[config.mk]
export PLATFORM = sky130hd
export DESIGN_NAME = alu_seq_flat
export DESIGN_NICKNAME = d
export VERILOG_FILES = /design/src/rtl/alu_pkg.sv /design/src/rtl/alu_seq_if.sv /design/src/rtl/alu.sv /design/src/rtl/mul_shift_add.sv /design/src/rtl/alu_seq.sv /design/src/flat_wrapper.sv
export SDC_FILE = /design/constraint.sdc
export NUM_CORES = 1
export LEC_CHECK = 0
export ABC_AREA = 1
export CAP_MARGIN = 20
export CELL_PAD_IN_SITES_DETAIL_PLACEMENT = 0
export CELL_PAD_IN_SITES_GLOBAL_PLACEMENT = 1
export CORE_MARGIN = 2
export CORE_UTILIZATION = 43
export CTS_CLUSTER_SIZE = 30
export DETAILED_ROUTE_END_ITERATION = 8
export GPL_ROUTABILITY_DRIVEN = 0
export HOLD_SLACK_MARGIN = 0.05
export PLACE_DENSITY = 0.87
export SLEW_MARGIN = 15
export SYNTH_ARGS = -nofsm -noshare
export SYNTH_HDL_FRONTEND = slang
export SYNTH_SLANG_ARGS = --single-unit
[constraint.sdc]
create_clock -name i_clk -period 4.1 [get_ports i_clk]
set_input_delay 0.82 -clock i_clk [delete_from_list [all_inputs] [get_ports i_clk]]
set_output_delay 0.82 -clock i_clk [all_outputs]
set_load 0.05 [all_outputs]
[src/rtl/alu_pkg.sv]
// Shared types for the sequential ALU: opcode and control-state encodings.
package alu_pkg;

  typedef enum logic [2:0] {
    ADD  = 3'd0,
    SUB  = 3'd1,
    AND  = 3'd2,
    OR   = 3'd3,
    MUL  = 3'd4,
    ACC  = 3'd5,
    RSV6 = 3'd6,
    RSV7 = 3'd7
  } alu_op_e;

  typedef enum logic [1:0] {
    IDLE = 2'd0,
    MULT = 2'd1,
    DONE = 2'd2
  } alu_state_e;

endpackage

[src/rtl/alu_seq_if.sv]
// Request/response handshake bundle between the front end and alu_seq.
interface alu_seq_if #(parameter int N = 4);
  logic         i_valid;
  logic         o_ready;
  logic [N-1:0] i_a;
  logic [N-1:0] i_b;
  logic [2:0]   i_op;
  logic         i_acc_clr;
  logic         o_valid;
  logic         i_ready;
  logic [N-1:0] o_result;
  logic         o_carry_out;
  logic         o_zero;
  logic [N-1:0] o_acc;
  logic         o_busy;

  modport slave (
    input  i_valid, i_a, i_b, i_op, i_acc_clr, i_ready,
    output o_ready, o_valid, o_result, o_carry_out, o_zero, o_acc, o_busy
  );

  modport master (
    output i_valid, i_a, i_b, i_op, i_acc_clr, i_ready,
    input  o_ready, o_valid, o_result, o_carry_out, o_zero, o_acc, o_busy
  );
endinterface

[src/rtl/alu.sv]
// Combinational N-bit add/sub/and/or unit; carry is bit N of the adder (no-borrow on sub).
module alu #(
  parameter int N = 4
) (
  input  logic [N-1:0] i_a,
  input  logic [N-1:0] i_b,
  input  logic [1:0]   i_ctrl,
  output logic [N-1:0] o_y,
  output logic         o_carry
);
  logic [N-1:0] b_x;
  logic [N:0]   sum;

  always_comb begin
    b_x = i_ctrl[0] ? ~i_b : i_b;
    sum = {1'b0, i_a} + {1'b0, b_x} + {{N{1'b0}}, i_ctrl[0]};
    o_y     = sum[N-1:0];
    o_carry = sum[N];
    unique case (i_ctrl)
      2'b10: begin o_y = i_a & i_b; o_carry = 1'b0; end
      2'b11: begin o_y = i_a | i_b; o_carry = 1'b0; end
      default: ;
    endcase
  end
endmodule

[src/rtl/mul_shift_add.sv]
// Right-shifting shift-add multiplier: loads on i_start, then one step per cycle for N cycles.
module mul_shift_add #(
  parameter int N = 4
) (
  input  logic           i_clk,
  input  logic           i_rst_n,
  input  logic           i_start,
  input  logic [N-1:0]   i_a,
  input  logic [N-1:0]   i_b,
  output logic           o_done,
  output logic [2*N-1:0] o_prod
);
  localparam int CW = $clog2(N + 1);

  logic [2*N-1:0] prod_q, prod_d, step_prod;
  logic [N-1:0]   mcand_q, mcand_d;
  logic [N-1:0]   mplr_q, mplr_d;
  logic [CW-1:0]  cnt_q, cnt_d;
  logic [N-1:0]   addend;
  logic [N:0]     hi_sum;

  always_comb begin
    addend    = mplr_q[0] ? mcand_q : {N{1'b0}};
    hi_sum    = {1'b0, prod_q[2*N-1:N]} + {1'b0, addend};
    step_prod = {hi_sum, prod_q[N-1:1]};
    prod_d  = prod_q;
    mcand_d = mcand_q;
    mplr_d  = mplr_q;
    cnt_d   = cnt_q;
    if (i_start) begin
      prod_d  = '0;
      mcand_d = i_a;
      mplr_d  = i_b;
      cnt_d   = CW'(N);
    end else if (cnt_q != '0) begin
      prod_d = step_prod;
      mplr_d = mplr_q >> 1;
      cnt_d  = cnt_q - CW'(1);
    end
  end

  always_ff @(posedge i_clk or negedge i_rst_n) begin
    if (!i_rst_n) begin
      prod_q  <= '0;
      mcand_q <= '0;
      mplr_q  <= '0;
      cnt_q   <= '0;
    end else begin
      prod_q  <= prod_d;
      mcand_q <= mcand_d;
      mplr_q  <= mplr_d;
      cnt_q   <= cnt_d;
    end
  end

  // Done flags the cycle whose edge performs the final step; o_prod is that step's result.
  assign o_done = (cnt_q == CW'(1));
  assign o_prod = step_prod;
endmodule

[src/rtl/alu_seq.sv]
// Sequential ALU: single-cycle add/sub/logic/acc, N-cycle multiply, held result until accepted.
module alu_seq
  import alu_pkg::*;
#(
  parameter int N = 4
) (
  input  logic       i_clk,
  input  logic       i_rst_n,
  alu_seq_if.slave   bus
);
  alu_state_e   state_q, state_d;
  logic         ready_q, ready_d;
  logic         valid_q, valid_d;
  logic         busy_q, busy_d;
  logic [N-1:0] result_q, result_d;
  logic         carry_q, carry_d;
  logic         zero_q, zero_d;
  logic [N-1:0] acc_q, acc_d;

  alu_op_e        op_in;
  logic           accept;
  logic [N-1:0]   alu_b, alu_y;
  logic [1:0]     alu_ctrl;
  logic           alu_c;
  logic           mul_start, mul_done;
  logic [2*N-1:0] mul_prod;
  logic [N-1:0]   sel_res;
  logic           sel_cy;

  assign op_in     = alu_op_e'(bus.i_op);
  assign accept    = ready_q & bus.i_valid;
  assign mul_start = accept && (op_in == MUL);
  // ACC reuses the adder with the accumulator snapshot taken at accept as operand B.
  assign alu_ctrl  = (op_in == ACC) ? 2'b00 : bus.i_op[1:0];
  assign alu_b     = (op_in == ACC) ? acc_q : bus.i_b;

  alu #(.N(N)) u_alu (
    .i_a    (bus.i_a),
    .i_b    (alu_b),
    .i_ctrl (alu_ctrl),
    .o_y    (alu_y),
    .o_carry(alu_c)
  );

  mul_shift_add #(.N(N)) u_mul (
    .i_clk  (i_clk),
    .i_rst_n(i_rst_n),
    .i_start(mul_start),
    .i_a    (bus.i_a),
    .i_b    (bus.i_b),
    .o_done (mul_done),
    .o_prod (mul_prod)
  );

  always_comb begin
    sel_res = '0;
    sel_cy  = 1'b0;
    unique case (op_in)
      ADD, SUB, AND, OR, ACC: begin sel_res = alu_y; sel_cy = alu_c; end
      default: ;
    endcase
  end

  always_comb begin
    state_d  = state_q;
    ready_d  = ready_q;
    valid_d  = valid_q;
    busy_d   = busy_q;
    result_d = result_q;
    carry_d  = carry_q;
    zero_d   = zero_q;
    acc_d    = acc_q;
    unique case (state_q)
      IDLE: if (accept) begin
        ready_d = 1'b0;
        if (op_in == MUL) begin
          state_d = MULT;
          busy_d  = 1'b1;
        end else begin
          state_d  = DONE;
          valid_d  = 1'b1;
          result_d = sel_res;
          carry_d  = sel_cy;
          zero_d   = (sel_res == '0);
        end
      end
      MULT: if (mul_done) begin
        state_d  = DONE;
        busy_d   = 1'b0;
        valid_d  = 1'b1;
        result_d = mul_prod[N-1:0];
        carry_d  = |mul_prod[2*N-1:N];
        zero_d   = (mul_prod[N-1:0] == '0);
      end
      DONE: if (bus.i_ready) begin
        state_d = IDLE;
        valid_d = 1'b0;
        ready_d = 1'b1;
        acc_d   = result_q;
      end
      default: begin
        state_d = IDLE;
        valid_d = 1'b0;
        ready_d = 1'b1;
        busy_d  = 1'b0;
      end
    endcase
    if (bus.i_acc_clr) acc_d = '0;
  end

  always_ff @(posedge i_clk or negedge i_rst_n) begin
    if (!i_rst_n) begin
      state_q  <= IDLE;
      ready_q  <= 1'b1;
      valid_q  <= 1'b0;
      busy_q   <= 1'b0;
      result_q <= '0;
      carry_q  <= 1'b0;
      zero_q   <= 1'b1;
      acc_q    <= '0;
    end else begin
      state_q  <= state_d;
      ready_q  <= ready_d;
      valid_q  <= valid_d;
      busy_q   <= busy_d;
      result_q <= result_d;
      carry_q  <= carry_d;
      zero_q   <= zero_d;
      acc_q    <= acc_d;
    end
  end

  assign bus.o_ready     = ready_q;
  assign bus.o_valid     = valid_q;
  assign bus.o_busy      = busy_q;
  assign bus.o_result    = result_q;
  assign bus.o_carry_out = carry_q;
  assign bus.o_zero      = zero_q;
  assign bus.o_acc       = acc_q;
endmodule

[src/flat_wrapper.sv]
// flat-port wrapper written by rule: the top's interface ports become plain ports
module alu_seq_flat import alu_pkg::*;
#(
  parameter int N = 4
)
  (i_clk, i_rst_n, bus_i_valid, bus_i_a, bus_i_b, bus_i_op, bus_i_acc_clr, bus_i_ready, bus_o_ready, bus_o_valid, bus_o_result, bus_o_carry_out, bus_o_zero, bus_o_acc, bus_o_busy);
  alu_seq_if #(.N(N)) bus_i ();
  input  logic i_clk;
  input  logic i_rst_n;
  input wire logic [$bits(bus_i.i_valid)-1:0] bus_i_valid;
  input wire logic [$bits(bus_i.i_a)-1:0] bus_i_a;
  input wire logic [$bits(bus_i.i_b)-1:0] bus_i_b;
  input wire logic [$bits(bus_i.i_op)-1:0] bus_i_op;
  input wire logic [$bits(bus_i.i_acc_clr)-1:0] bus_i_acc_clr;
  input wire logic [$bits(bus_i.i_ready)-1:0] bus_i_ready;
  output wire logic [$bits(bus_i.o_ready)-1:0] bus_o_ready;
  output wire logic [$bits(bus_i.o_valid)-1:0] bus_o_valid;
  output wire logic [$bits(bus_i.o_result)-1:0] bus_o_result;
  output wire logic [$bits(bus_i.o_carry_out)-1:0] bus_o_carry_out;
  output wire logic [$bits(bus_i.o_zero)-1:0] bus_o_zero;
  output wire logic [$bits(bus_i.o_acc)-1:0] bus_o_acc;
  output wire logic [$bits(bus_i.o_busy)-1:0] bus_o_busy;
  assign bus_i.i_valid = bus_i_valid;
  assign bus_i.i_a = bus_i_a;
  assign bus_i.i_b = bus_i_b;
  assign bus_i.i_op = bus_i_op;
  assign bus_i.i_acc_clr = bus_i_acc_clr;
  assign bus_i.i_ready = bus_i_ready;
  assign bus_o_ready = bus_i.o_ready;
  assign bus_o_valid = bus_i.o_valid;
  assign bus_o_result = bus_i.o_result;
  assign bus_o_carry_out = bus_i.o_carry_out;
  assign bus_o_zero = bus_i.o_zero;
  assign bus_o_acc = bus_i.o_acc;
  assign bus_o_busy = bus_i.o_busy;
  alu_seq #(.N(N)) u_core (.i_clk(i_clk), .i_rst_n(i_rst_n), .bus(bus_i));
endmodule
==> out/summary.log, run 1 <==
qor: status.outcome finished, final reports clean
qor: finish.area.growth.synth_to_final 21.5%
qor: worst_setup_path.reg2reg_setup_slack 2.08 ns
qor: cts.cts-hold-fix-buffers 0
qor: worst_setup_path.slowest_stage clkdlybuf4s50_1
qor: worst_setup_path.critPathMostFrequentCell o21ai_1
qor: worst_setup_path.worst-endpoint-required 4.32 ns
qor: placed_design.dpl_worst_slack 0.824 ns
qor: floorplan.ports_placed_on_the_boundary 29
qor: logic_synthesis.asyncSetResetFlopFracSynth 100%
qor: grt.pin_count_of_the_biggest_net_entering_global_routing 34
qor: cts.clk-insertion-delay-late 0.29 ns
qor: logic_synthesis.synth.ff_latch_count 33
qor: finish.final_core_util 55.1%
qor: finish.post-route-cell-area 2450 um^2
qor: sta.min_period_over_period 73.8%
qor: placed_design.place.detailed.instances 331
qor: route.num_vias 1722
qor: route.final_antenna_net_count 0
qor: sta.setup_tns 0 ns
qor: worst_setup_path.end_kind flip-flop
qor: min_path.timing.hold.worst_path_depth 2
qor: worst_setup_path.critical_path_class input port to flip-flop
qor: cts.cts_post_setup_buffers_inserted 0
qor: worst_setup_path.cp-start-kind input port
qor: route.route.detailed.wl_per_inst 13.6 um
qor: floorplan.floorplan.die_area 5250 um^2
qor: logic_synthesis.synth-seq-area-share 41.1%
qor: grt.gr-usage-all-layers 19.7%
qor: logic_synthesis.ys_top_cells_by_area dfrtp_1 (39%), nand2_1 (11%), inv_1 (7.1%)
qor: floorplan.die_span_y 72.4 um
qor: cts.cts_max_level 2
qor: sta.finalHoldViolations 0
qor: cts.cts-root-to-sink-buffers 2
qor: route.top_layer_used met4
qor: sta.post-route-min-period 3.03 ns
qor: worst_setup_path.timing.critical_path.max_delay_family compound AO/OA/AOI/OAI gates
qor: sta.timing.clock.skew 0.00314 ns
qor: floorplan.initial_core_utilization 45.3%
qor: logic_synthesis.number_of_unique_standard_cell_types_used_by_synthesis 33
qor: sta.layout_setup_ws 1.07 ns
qor: route.detail_route.first_pass.iterations 4
qor: route.met3RoutedLength 190 um
qor: pwr.static-leakage-power 1.21 nW
qor: worst_setup_path.critical_path_depth 11
qor: worst_setup_path.critical_path_peak_fanout 10
qor: sta.max-slew-margin-rel 64.6%
qor: min_path.min_path_type flip-flop to flip-flop
qor: route.dr_drc_count 0
qor: cts.cts_tree done
qor: route.route.layer.met1.wl 2220 um
qor: cts.cts.clk_slew.worst_paths 0.07 ns
qor: run.drv_cap 0
qor: cts.cts_resized 0
qor: pwr.power.density 671 nW/um^2
qor: logic_synthesis.mappedNetlistArea 2010 um^2
qor: logic_synthesis.yosysMostFrequentCell nand2_1
qor: cts.cts.sink_count 33
qor: placed_design.io_buffer_count 28
qor: worst_setup_path.timing.reg2reg.worst_path_depth 8
qor: grt.grt_pass1_vias 1657
qor: logic_synthesis.synth_ff_type dfrtp_1
qor: grt.overflow 0
qor: finish.finish.net_count 314
qor: placed_design.placed_area 2350 um^2
qor: sta.finalSetupViolations 0
qor: logic_synthesis.ys_warn_count 0
qor: logic_synthesis.synth_top_cell_area_share 38.5%
qor: route.vias_per_cell 5.08
qor: cts.cts.root.buffer_cell clkbuf_8
qor: sta.achievable-frequency 330 MHz
qor: logic_synthesis.syn_area_per_cell 7.96 um^2
qor: worst_setup_path.cp.arrival 3.24 ns
qor: floorplan.core 4440 um^2
qor: worst_setup_path.cp_cell_sequence clkdlybuf4s50_1 -> nand3_4 -> nand2_1 -> o21ai_1 -> nor2_1 -> a21oi_1 -> fa_1 -> nand3b_1 -> a211oi_1 -> o21ai_0 -> o21ai_1
qor: finish.layout-drive-gt1-share 11.1%
qor: finish.final-instance-count-excl-fill 339
qor: sta.worst_pin_slew 0.525 ns
qor: cts.tritoncts.num_buffers 5
qor: logic_synthesis.syn-instance-count 253
qor: logic_synthesis.yosysTopAreaCell dfrtp_1
qor: finish.antenna-diode-count 0
qor: logic_synthesis.synth_nets 281
qor: logic_synthesis.synth_commonest_cells nand2_1 (57), inv_1 (38), dfrtp_1 (31)
qor: worst_setup_path.path_buf_inv 1
qor: grt.antenna_found_initial 0
qor: route.drt_iter0_drc 97
qor: floorplan.die_width 72.4 um
qor: route.routed_wirelength 4620 um
qor: worst_setup_path.critical-path-max-stage-delay 0.72 ns
qor: pwr.max-vdd-ir-drop 0.389 mV
qor: sta.rsz0062_at_grt false
qor: logic_synthesis.synth-edff-count 0
qor: sta.slew_viol_final 0
qor: placed_design.place.detailed.hpwl 3530 um
qor: grt.grt_pass1_wl 7930 um
qor: floorplan.row_count 24
qor: route.route.met2.wl 2120 um
==> per-stage QoR <==
stage,power (mW),hold slack [ns]
2_1_floorplan,1.14,0.442
3_3_place_gp,1.37,0.461
3_5_place_dp,1.37,0.464
4_1_cts,1.66,0.483
5_1_grt,1.77,0.494
6_report,1.64,0.478
==> sequential cells by signal (all words and copies together), names as in the netlist <==
name	flops
u_core.u_mul.mplr_q	4
u_core.bus.o_ready	1
u_core.bus.o_zero	1
u_core.bus.o_busy	1
u_core.state_q	2
u_core.bus.o_acc	4
u_core.bus.o_valid	1
u_core.u_mul.cnt_q	3
u_core.bus.o_carry_out	1
u_core.bus.o_result	4
u_core.u_mul.prod_q	7
u_core.u_mul.mcand_q	4
==> worst register-to-register path, stage by stage, from the launching register on <==
cell	delay, ns
dfrtp_1	0.38
nand4_1	0.16
nand3_1	0.17
nand2_1	0.08
fa_1	0.41
nand3b_1	0.17
a211oi_1	0.30
o21ai_0	0.13
o21ai_1	0.15
==> worst paths after layout <==
| check | startpoint | endpoint |
|---|---|---|
| worst max-delay path | bus_i_op[0] | u_core.bus.o_carry_out$_DFFE_PN0P_ |
| max in group asynchronous | i_rst_n | u_core.bus.o_zero$_DFFE_PN1P_ |
| worst max register to register | u_core.bus.o_acc[0]$_DFFE_PN0P_ | u_core.bus.o_carry_out$_DFFE_PN0P_ |
| min in group asynchronous | i_rst_n | u_core.u_mul.cnt_q[2]$_DFFE_PN0P_ |
| worst min register to register | u_core.u_mul.mcand_q[3]$_DFFE_PN0P_ | u_core.u_mul.mcand_q[3]$_DFFE_PN0P_ |
| worst min-delay path | u_core.u_mul.mcand_q[3]$_DFFE_PN0P_ | u_core.u_mul.mcand_q[3]$_DFFE_PN0P_ |
==> cell families (layout without fill, tap and decap cells) <==
group / count (synthesis) / count (layout) / share of synthesized area [%]
and+or+nand+nor: 96 / 96 / 23.1
AOI/OAI and AO/OA: 61 / 61 / 16.8
xor gates and xnor gates: 3 / 3 / 1.30
DFF: 33 / 33 / 41.1
adders and majority gates: 12 / 12 / 8.20
buffers and inverters: 48 / 82 / 9.50
==> cell usage in the layout (no fill, tap or decap), types with 4 or more instances in the layout <==
| cell type | n |
|---|---|
| nand2_1 | 57 |
| inv_1 | 38 |
| dfrtp_1 | 31 |
| clkdlybuf4s50_1 | 28 |
| o21ai_0 | 23 |
| a21oi_1 | 18 |
| nand3_1 | 14 |
| ha_1 | 10 |
| nor2_1 | 8 |
| o22ai_1 | 8 |
| clkbuf_8 | 7 |
| inv_2 | 6 |
| o21ai_1 | 6 |
| nand2_2 | 4 |
==> layout make-up <==
class | instances | area, um^2
Timing Repair Buffer | 29 | 288
Clock inverter | 1 | 5.00
Clock buffer | 7 | 96.3
Fill cell | 451 | 2000
Tap cell | 52 | 65.1
Sequential cell | 33 | 828
Inverter | 45 | 170
Multi-Input combinational cell | 172 | 995
==> power breakdown <==
part | internal, mW | switching (mW) | total [mW]
Clock | 0.152 | 0.123 | 0.275
Sequential | 0.460 | 0.0868 | 0.547
Combinational | 0.286 | 0.534 | 0.820
==> routing by layer <==
layer,up-vias,global-route usage [%]
met3,11,3.06
met1,776,27.3
met4,0,7.41
met5,-,0
met2,38,31.2
li1,897,-
Power figures use the tool's default switching activity.
==> run 2: changes to the inputs <==
--- a/config.mk
+++ b/config.mk
@@ -10,12 +10,12 @@
 export CELL_PAD_IN_SITES_DETAIL_PLACEMENT = 0
 export CELL_PAD_IN_SITES_GLOBAL_PLACEMENT = 1
 export CORE_MARGIN = 2
-export CORE_UTILIZATION = 43
+export CORE_UTILIZATION = 36
 export CTS_CLUSTER_SIZE = 30
 export DETAILED_ROUTE_END_ITERATION = 8
 export GPL_ROUTABILITY_DRIVEN = 0
 export HOLD_SLACK_MARGIN = 0.05
-export PLACE_DENSITY = 0.87
+export PLACE_DENSITY = 0.78
 export SLEW_MARGIN = 15
 export SYNTH_ARGS = -nofsm -noshare
 export SYNTH_HDL_FRONTEND = slang
==> constraint.sdc (replaced) <==
create_clock -name i_clk -period 2.63 [get_ports i_clk]
set_input_delay 0.526 -clock i_clk [delete_from_list [all_inputs] [get_ports i_clk]]
set_output_delay 0.526 -clock i_clk [all_outputs]
set_load 0.05 [all_outputs]
==> out/summary.log, run 2 (same netlist as run 1, synthesis figures left out) <==
qor: floorplan.ports_placed_on_the_boundary 29 [unchanged]
qor: min_path.min_path_type flip-flop to flip-flop
qor: floorplan.die_width 78.8 um [+8.8%]
qor: route.vias_per_cell 4.76 [-6.2%]
qor: finish.final_core_util 47.8% [-7.3 points]
qor: run.drv_cap 0 [unchanged]
qor: min_path.min_to u_core.u_mul.mcand_q[2]$_DFFE_PN0P_
qor: sta.min_period_over_period 88.9%
qor: min_path.timing.hold.worst_path_depth 2 [unchanged]
qor: sta.final.hold.worst_slack 0.478 ns [-0.000313 ns]
qor: cts.cts_max_level 2 [unchanged]
qor: floorplan.row_count 27 [+13%]
qor: cts.cts.root.buffer_cell clkbuf_8
qor: sta.timing.clock.skew 0.00712 ns [+0.00398 ns]
qor: route.dr_drc_count 0 [unchanged]
qor: floorplan.initial_core_utilization 37.0% [-8.3 points]
qor: sta.finalSetupViolations 0 [unchanged]
qor: sta.setup_tns 0 ns [unchanged]
qor: route.routed_wirelength 4820 um [+4.5%]
qor: worst_setup_path.critical_path_class input port to flip-flop
qor: finish.largest_register_ffs 7 [unchanged]
qor: grt.grt_pass1_wl 8250 um [+4.1%]
qor: status.outcome finished, final reports clean
qor: floorplan.floorplan.die_area 6210 um^2 [+18%]
qor: floorplan.core 5440 um^2 [+22%]
qor: finish.layout-drive-gt1-share 15.4% [+4.2 points]
qor: pwr.max-vdd-ir-drop 0.715 mV [+84%]
qor: route.route.detailed.wl_per_inst 13.0 um [-4.5%]
qor: sta.post-route-min-period 2.34 ns
qor: finish.filler_cell_count 542 [+20%]
qor: worst_setup_path.r2r_start u_core.bus.o_acc[0]$_DFFE_PN0P_
qor: grt.grt_pass1_vias 1726 [+4.2%]
qor: worst_setup_path.reg2reg_setup_slack 0.75 ns [-1.33 ns]
qor: pwr.static-leakage-power 1.30 nW [+7.3%]
qor: route.drt_iter0_drc 99 [+2.1%]
qor: finish.layout.cells.most_common nand2_1
qor: grt.gr-usage-all-layers 17.0% [-2.7 points]
qor: route.final_antenna_net_count 0 [unchanged]
qor: cts.cts_post_setup_buffers_inserted 0 [unchanged]
qor: finish.antenna-diode-count 0 [unchanged]
qor: worst_setup_path.timing.reg2reg.worst_path_depth 11 [+3]
qor: sta.achievable-frequency 428 MHz
qor: worst_setup_path.crit-reg2reg-capture u_core.bus.o_zero$_DFFE_PN1P_
qor: finish.area.growth.synth_to_final 28.9%
qor: floorplan.die_span_y 78.8 um [+8.8%]
qor: placed_design.place.detailed.hpwl 3780 um [+7.0%]
qor: min_path.hold_path_startpoint u_core.u_mul.mcand_q[2]$_DFFE_PN0P_
qor: cts.cts_resized 0 [unchanged]
qor: pwr.power.density 1020 nW/um^2 [+52%]
qor: grt.overflow 0 [unchanged]
qor: cts.cts.sink_count 33 [unchanged]
qor: worst_setup_path.worst-endpoint-required 2.84 ns [-1.48 ns]
qor: sta.finalHoldViolations 0 [unchanged]
qor: finish.layout_common_cells nand2_1 (57), inv_1 (38), dfrtp_1 (31)
qor: finish.finish.net_count 326 [+3.8%]
qor: placed_design.placed_area 2460 um^2 [+4.9%]
qor: cts.cts-root-to-sink-buffers 2 [unchanged]
qor: cts.cts_tree done
qor: route.detail_route.first_pass.iterations 4 [unchanged]
qor: worst_setup_path.critical_path_peak_fanout 2 [-8]
qor: cts.cts-hold-fix-buffers 0 [unchanged]
qor: worst_setup_path.cp-start-kind input port
qor: pwr.finalPower 2.65 mW [+61%]
qor: cts.tritoncts.num_buffers 5 [unchanged]
qor: worst_setup_path.end_kind flip-flop
qor: sta.max-slew-margin-rel 60.7% [-3.9 points]
qor: worst_setup_path.cp.arrival 2.55 ns [-0.69 ns]
qor: sta.slew_viol_final 0 [unchanged]
qor: finish.post-route-cell-area 2600 um^2 [+6.1%]
qor: sta.rsz0062_at_grt false
qor: grt.antenna_found_initial 0 [unchanged]
qor: grt.pin_count_of_the_biggest_net_entering_global_routing 34 [unchanged]
qor: sta.worst_pin_slew 0.583 ns [+0.0574 ns]
qor: cts.cts.clk_slew.worst_paths 0.07 ns [about the same]
qor: placed_design.io_buffer_count 28 [unchanged]
qor: route.num_vias 1767 [+2.6%]
qor: finish.top_register u_core.u_mul.prod_q
qor: cts.clk-insertion-delay-late 0.28 ns [about the same]
run 2: changes by cell type in the layout (fill, tap and decap cells not counted), moves of 2 or more:
cell / previous run / this run
a21oi_1: 18 / 16
a21oi_2: 0 / 2
buf_4: 1 / 13
dlymetal6s2s_1: 0 / 3
clkdlybuf4s50_1: 28 / 25
run 2: layout make-up:
type	count	area (um^2)	share of cell area, %
timing repair buffer	41	385	14.8
multi-input combinational	172	1010	38.8
tap	72	90.1	3.47
sequential	33	828	31.9
clock buffer	7	86.3	3.32
clock inverter	1	30.0	1.16
inverter	45	170	6.55
run 2: where the power goes:
part / leakage, nW / switching [mW] / internal (mW)
clock: 0.0585 / 0.184 / 0.309
sequential: 0.423 / 0.140 / 0.718
combinational: 0.822 / 0.832 / 0.468
run 2: per-stage QoR:
stage | setup WS, ns | std cells
after global placement | -0.186 | 363
after global routing | 0.106 | 371
after detailed placement | -0.243 | 363
final | 0.292 | 371
after CTS | 0.0588 | 371
after floorplan | 0.400 | 253
run 2: worst max-delay path, cell delays in order:
cell             delay, ns
clkdlybuf4s50_1       0.50
inv_1                 0.09
nand2_1               0.07
o21ai_1               0.07
nor2_1                0.14
a21oi_2               0.07
fa_1                  0.42
xor2_1                0.16
a21oi_1               0.08
nand2_1               0.08
nand3_1               0.08
nor2_1                0.09
nand2_1               0.06
a21oi_1               0.11
run 2: worst max path at each step:
stage	start	to	slack [ns]	depth (start not counted)
after floorplan	bus_i_op[0]	u_core.bus.o_zero$_DFFE_PN1P_	0.40	14
after CTS	bus_i_op[2]	u_core.bus.o_carry_out$_DFFE_PN0P_	0.06	11
after global routing	bus_i_b[1]	u_core.bus.o_zero$_DFFE_PN1P_	0.11	14
final	bus_i_b[1]	u_core.bus.o_zero$_DFFE_PN1P_	0.29	14
after global placement	bus_i_op[0]	u_core.bus.o_zero$_DFFE_PN1P_	-0.19	13
after detailed placement	bus_i_op[2]	u_core.bus.o_carry_out$_DFFE_PN0P_	-0.24	11
run 2: routing by layer:
metal,share of wire (%),GRT usage [%]
met4,1.2,4.21
met2,45,26.6
met1,50,24.1
met3,3.9,3.52
met5,0,0
